**src/rtl/imm_ext_pipe.sv**
```systemverilog
// Immediate-extension unit with a DEPTH-entry output FIFO: sign, zero, upper or
// branch-offset form, computed at accept and stored alongside the mode.
module imm_ext_pipe #(
  parameter int IN_W     = 16,
  parameter int OUT_W    = 32,
  parameter int BR_SHIFT = 2,
  parameter int DEPTH    = 2
) (
  input  logic                     clk,
  input  logic                     rst_n,
  input  logic                     in_valid,
  output logic                     in_ready,
  input  logic [IN_W-1:0]          in_imm,
  input  logic [1:0]               in_mode,
  output logic                     out_valid,
  input  logic                     out_ready,
  output logic [OUT_W-1:0]         out_data,
  output logic [1:0]               out_mode,
  output logic [$clog2(DEPTH):0]   count
);

  localparam int AW = $clog2(DEPTH);
  localparam int CW = AW + 1;

  if (OUT_W <= IN_W) begin : g_chk_width
    $error("imm_ext_pipe: OUT_W must exceed IN_W");
  end
  if (OUT_W - IN_W < BR_SHIFT) begin : g_chk_shift
    $error("imm_ext_pipe: OUT_W-IN_W must be >= BR_SHIFT");
  end
  if ((DEPTH < 2) || ((DEPTH & (DEPTH - 1)) != 0)) begin : g_chk_depth
    $error("imm_ext_pipe: DEPTH must be a power of two >= 2");
  end

  logic [OUT_W-1:0] mem_data [DEPTH];
  logic [1:0]       mem_mode [DEPTH];
  logic [AW-1:0]    wr_ptr, rd_ptr;
  logic [CW-1:0]    count_q;
  logic [OUT_W-1:0] last_data;
  logic [1:0]       last_mode;

  logic [OUT_W-1:0] ext_sign, ext_val;
  logic             push, pop;

  assign ext_sign = {{(OUT_W-IN_W){in_imm[IN_W-1]}}, in_imm};

  always_comb begin
    ext_val = ext_sign;
    case (in_mode)
      2'b00: ext_val = ext_sign;
      2'b01: ext_val = {{(OUT_W-IN_W){1'b0}}, in_imm};
      2'b10: ext_val = {in_imm, {(OUT_W-IN_W){1'b0}}};
      2'b11: ext_val = ext_sign << BR_SHIFT;
      default: ext_val = ext_sign;
    endcase
  end

  assign in_ready  = (count_q < CW'(DEPTH));
  assign out_valid = (count_q != '0);
  assign push      = in_valid & in_ready;
  assign pop       = out_valid & out_ready;

  always_ff @(posedge clk or negedge rst_n) begin
    if (!rst_n) begin
      for (int i = 0; i < DEPTH; i++) begin
        mem_data[i] <= '0;
        mem_mode[i] <= '0;
      end
      wr_ptr    <= '0;
      rd_ptr    <= '0;
      count_q   <= '0;
      last_data <= '0;
      last_mode <= '0;
    end else begin
      if (push) begin
        mem_data[wr_ptr] <= ext_val;
        mem_mode[wr_ptr] <= in_mode;
        wr_ptr           <= wr_ptr + AW'(1);
      end
      if (pop) begin
        last_data <= mem_data[rd_ptr];
        last_mode <= mem_mode[rd_ptr];
        rd_ptr    <= rd_ptr + AW'(1);
      end
      case ({push, pop})
        2'b10:   count_q <= count_q + CW'(1);
        2'b01:   count_q <= count_q - CW'(1);
        default: count_q <= count_q;
      endcase
    end
  end

  // when drained, keep presenting the last popped entry rather than stale storage
  assign out_data = out_valid ? mem_data[rd_ptr] : last_data;
  assign out_mode = out_valid ? mem_mode[rd_ptr] : last_mode;
  assign count    = count_q;

endmodule

```
**config.mk**
```make
export PLATFORM = sky130hd
export DESIGN_NAME = imm_ext_pipe
export DESIGN_NICKNAME = d
export VERILOG_FILES = /design/src/rtl/imm_ext_pipe.sv
export SDC_FILE = /design/constraint.sdc
export NUM_CORES = 1
export LEC_CHECK = 0
export CAP_MARGIN = 20
export CORE_ASPECT_RATIO = 0.8
export CORE_MARGIN = 2
export CORE_UTILIZATION = 60
export CTS_CLUSTER_DIAMETER = 120
export DETAILED_ROUTE_END_ITERATION = 8
export GPL_TIMING_DRIVEN = 0
export PLACE_DENSITY_LB_ADDON = 0.08
export SLEW_MARGIN = 40
export SYNTH_ARGS = -nofsm -noshare
export SYNTH_HDL_FRONTEND = slang
export SYNTH_SLANG_ARGS = --single-unit
export TNS_END_PERCENT = 20
```
**constraint.sdc**
```tcl
create_clock -name clk -period 2.47 [get_ports clk]
set_input_delay 0.494 -clock clk [delete_from_list [all_inputs] [get_ports clk]]
set_output_delay 0.494 -clock clk [all_outputs]
set_load 0.03 [all_outputs]
```
==> run metrics <==
status=complete, no violations; final worst slack=0.04047 ns; most frequent cells in the layout=sky130_fd_sc_hd__dfrtp_1 (106), sky130_fd_sc_hd__a21oi_1 (75), sky130_fd_sc_hd__o21ai_0 (73); Detail Route met2 WL=5.669 mm; final period demand of the worst path=2.430 ns; first-pass GRT wire length=20.39 mm; PortBufs=59; data arrival at the endpoint of the critical path=1.94 ns; post-synthesis cell count=537; proportion of synthesized flip-flops having asynchronous set or reset=100.0%; via count of the first global-routing pass=4027; combined global-route utilization of all metal layers=29.12%; sink count of the clock tree=106; Switching Share=46.48%; average vias per placed instance=5.755; clk slew on worst S/H paths=0.10 ns; final number of hold-violating endpoints=0; Flop pwr share=33.1%; Residual DRC=0; area inside the core boundary=7983 µm²; area post-placement=5747 µm²; number of pins exceeding their max-slew limit in the final report=0; Routability Congestion=0.8043; unrepaired setup endpoints after global routing=yes; Root Buffer Master=sky130_fd_sc_hd__clkbuf_8; wl on met1=5.582 mm; endpoint type of the worst setup path=output pin; combined area of all synthesized cells=4989 µm²; number of register bits inferred by synthesis=106; worst setup path start=count[1]; sequential fraction of the synthesis area=53.17%; number of cell instances on the worst register-to-register path=7; crit path capture=out_data[17]; Mapped Avg Cell Area=9.290 µm²; slack of the worst reg-to-reg path=0.30 ns; number of violations reported at the end of detailed-routing iteration 0=303; type of element launching the critical path=register; total grt overflow=0; number of setup violations in the final report=0; Max-slew headroom=62.65%; area share of the largest cell type after synthesis=53.17%; CTS tree=built; number of cell rows=29; latest clock arrival within the worst-skew pair=0.38 ns; data required time at the worst endpoint=1.98 ns; antenna violations before repair=0; setup skew after layout=0.01199 ns; Antenna Cells=0; Vert. Die Dim=85.56 µm; Die X-Extent=105.9 µm; Final Cell Area=5967 µm²; Post-layout nets=631; max-cap violations=0; average detailed-routed wire length per instance=17.15 µm; initial cell density of the core=62.49%; Tcrit/Tclk final=98.36%; total CTS buffers=9; maximum clock rate=0.4116 GHz; FILL cells=613; total die area=9064 µm²; primary flip-flop cell chosen by synthesis mapping=sky130_fd_sc_hd__dfrtp_1; endpoint of the worst register-to-register path=count[1]; DPL Wire Length=8.919 mm; number of vias after detailed routing=4149; most frequent standard cell in the layout excluding fill and tap cells=sky130_fd_sc_hd__dfrtp_1; uppermost routed layer=met4; Net Switching=4.246 mW; leakage power=2.688 nW; largest net degree at the start of global routing=73; Worst Path Max Fanout=10; largest area contributor in the netlist=sky130_fd_sc_hd__dfrtp_1; H-tree depth=3; Power Internal=4.889 mW; combinational cell fraction of total power=55.8%; Pwr Total=9.136 mW; clock group share of total power=11.1%; HP Class=reg2reg; Boundary Pins=60; maximum clock insertion buffer count=2; number of synthesized flops with an enable pin=0; number of distinct standard cells referenced by the synthesized netlist=28; number of nets with antenna violations after detailed routing=0; worst slack at placement=-0.3325 ns; top cells by area, synth=sky130_fd_sc_hd__dfrtp_1 (53%), sky130_fd_sc_hd__a21oi_1 (7.8%), sky130_fd_sc_hd__o21ai_0 (7.3%), sky130_fd_sc_hd__mux2i_1 (6.8%), sky130_fd_sc_hd__nand2_1 (5.2%); Post-Route WL=12.36 mm; Syn Nets=560; met3 wire length=948 µm; number of iterations in the first detailed-routing pass=5; Layout Area Growth over Synthesis=19.61%; Post-Route Setup TNS=0 ns; start of the worst register-to-register path=count[1]; ratio of total power to cell area=1531 nW/µm²; synthesis warning total=0; largest voltage drop on the vdd net=0.8555 mV; path type of the worst setup path=reg2out; slew of the pin with the lowest slew margin=0.5603 ns; share of final-layout standard cells stronger than drive strength 1=17.94%
logic make-up (layout without fill, tap and decap cells):
| family | after synthesis | in the layout | synth area share (%) |
|---|---|---|---|
| AND/OR/NAND/NOR | 185 | 185 | 17.11 |
| buffers and inverters | 42 | 118 | 4.439 |
| flip-flops | 106 | 106 | 53.17 |
| multiplexers | 35 | 35 | 7.048 |
| adder cells (fa/ha/maj) | 1 | 1 | 0.2508 |
| XOR/XNOR | 4 | 4 | 0.7022 |
| AO/OA/AOI/OAI | 164 | 164 | 17.28 |
how the worst min path moves through the flow:
stage | start | to | slack [ns] | cells past startpoint
2_1_floorplan | rst_n | count[0] | 0.20 | 0
3_3_place_gp | mem_mode[3] | mem_mode[3] | 0.46 | 2
3_5_place_dp | rst_n | count[1] | 0.38 | 1
4_1_cts | mem_data[34] | mem_data[34] | 0.49 | 2
5_1_grt | mem_data[46] | mem_data[46] | 0.51 | 2
6_report | last_data[0] | last_data[0] | 0.49 | 2
layer usage:
layer  vias up  GRT usage, %
met5         -             0
met4         0         8.373
met3        14         5.091
met2       152         45.87
met1      2041         42.39
li1       1942             -
timing repair:
| item | in CTS | in global routing |
|---|---|---|
| resized for setup | 147 | 14 |
| buffers inserted | 0 | 0 |
| pin swaps | 0 | 0 |
| hold buffers | 1 | 0 |
| hold endpoints to repair | 34 | 0 |
| endpoints found under the setup margin | 35 | 19 |
layout make-up:
type | count | area [µm²] | share of cell area (%)
Buffer | 38 | 244.0 | 4.089
Clock buffer | 13 | 158.9 | 2.663
Clock inverter | 3 | 23.77 | 0.3984
Inverter | 3 | 11.26 | 0.1887
Multi-Input combinational cell | 389 | 2147 | 35.98
Sequential cell | 106 | 2653 | 44.45
Tap cell | 108 | 135.1 | 2.265
Timing Repair Buffer | 61 | 594.3 | 9.960
per-stage QoR:
stage / instances / util [%] / hold WS [ns]
final: 721 / 74.75 / 0.4896
after global routing: 721 / 74.75 / 0.5101
after CTS: 721 / 74.40 / 0.4906
after detailed placement: 705 / 71.99 / 0.3758
after global placement: 704 / 71.58 / 0.4587
after floorplan: 537 / - / 0.1984
sequential cells by signal (all words and copies together), names as in the netlist:
register	flops
last_mode	2
count	2
mem_data	64
rd_ptr	1
wr_ptr	1
mem_mode	4
last_data	32
cells in the mapped netlist (2+ instances only):
master	instances
sky130_fd_sc_hd__dfrtp_1	106
sky130_fd_sc_hd__a21oi_1	78
sky130_fd_sc_hd__o21ai_0	73
sky130_fd_sc_hd__nand2_1	69
sky130_fd_sc_hd__nor2_1	65
sky130_fd_sc_hd__mux2i_1	34
sky130_fd_sc_hd__nor2b_1	28
sky130_fd_sc_hd__buf_2	15
sky130_fd_sc_hd__clkbuf_1	14
sky130_fd_sc_hd__o21ai_2	11
sky130_fd_sc_hd__nand2_2	10
sky130_fd_sc_hd__buf_6	5
sky130_fd_sc_hd__xnor2_1	4
sky130_fd_sc_hd__clkbuf_2	3
sky130_fd_sc_hd__inv_1	3
sky130_fd_sc_hd__nand2b_1	3
sky130_fd_sc_hd__and2_1	2
sky130_fd_sc_hd__nor2_4	2
sky130_fd_sc_hd__nor3b_2	2
sky130_fd_sc_hd__o21ai_1	2
critical path, stage by stage (launching register included):
cell	delay, ns
sky130_fd_sc_hd__dfrtp_1	0.41
sky130_fd_sc_hd__buf_6	0.14
sky130_fd_sc_hd__or2_4	0.26
sky130_fd_sc_hd__buf_4	0.18
sky130_fd_sc_hd__buf_4	0.20
sky130_fd_sc_hd__a21oi_1	0.17
sky130_fd_sc_hd__buf_4	0.19
power by group through the flow:
stage | Combinational, mW | Sequential, mW | Clock (mW)
floorplan | 3.35 | 2.96 | 0
global placement | 5.07 | 2.99 | 0
detailed placement | 5.20 | 3.04 | 0
CTS | 5.04 | 3.00 | 1.02
global route | 5.52 | 3.12 | 1.08
finish | 5.10 | 3.02 | 1.01
Power figures use the tool's default switching activity.
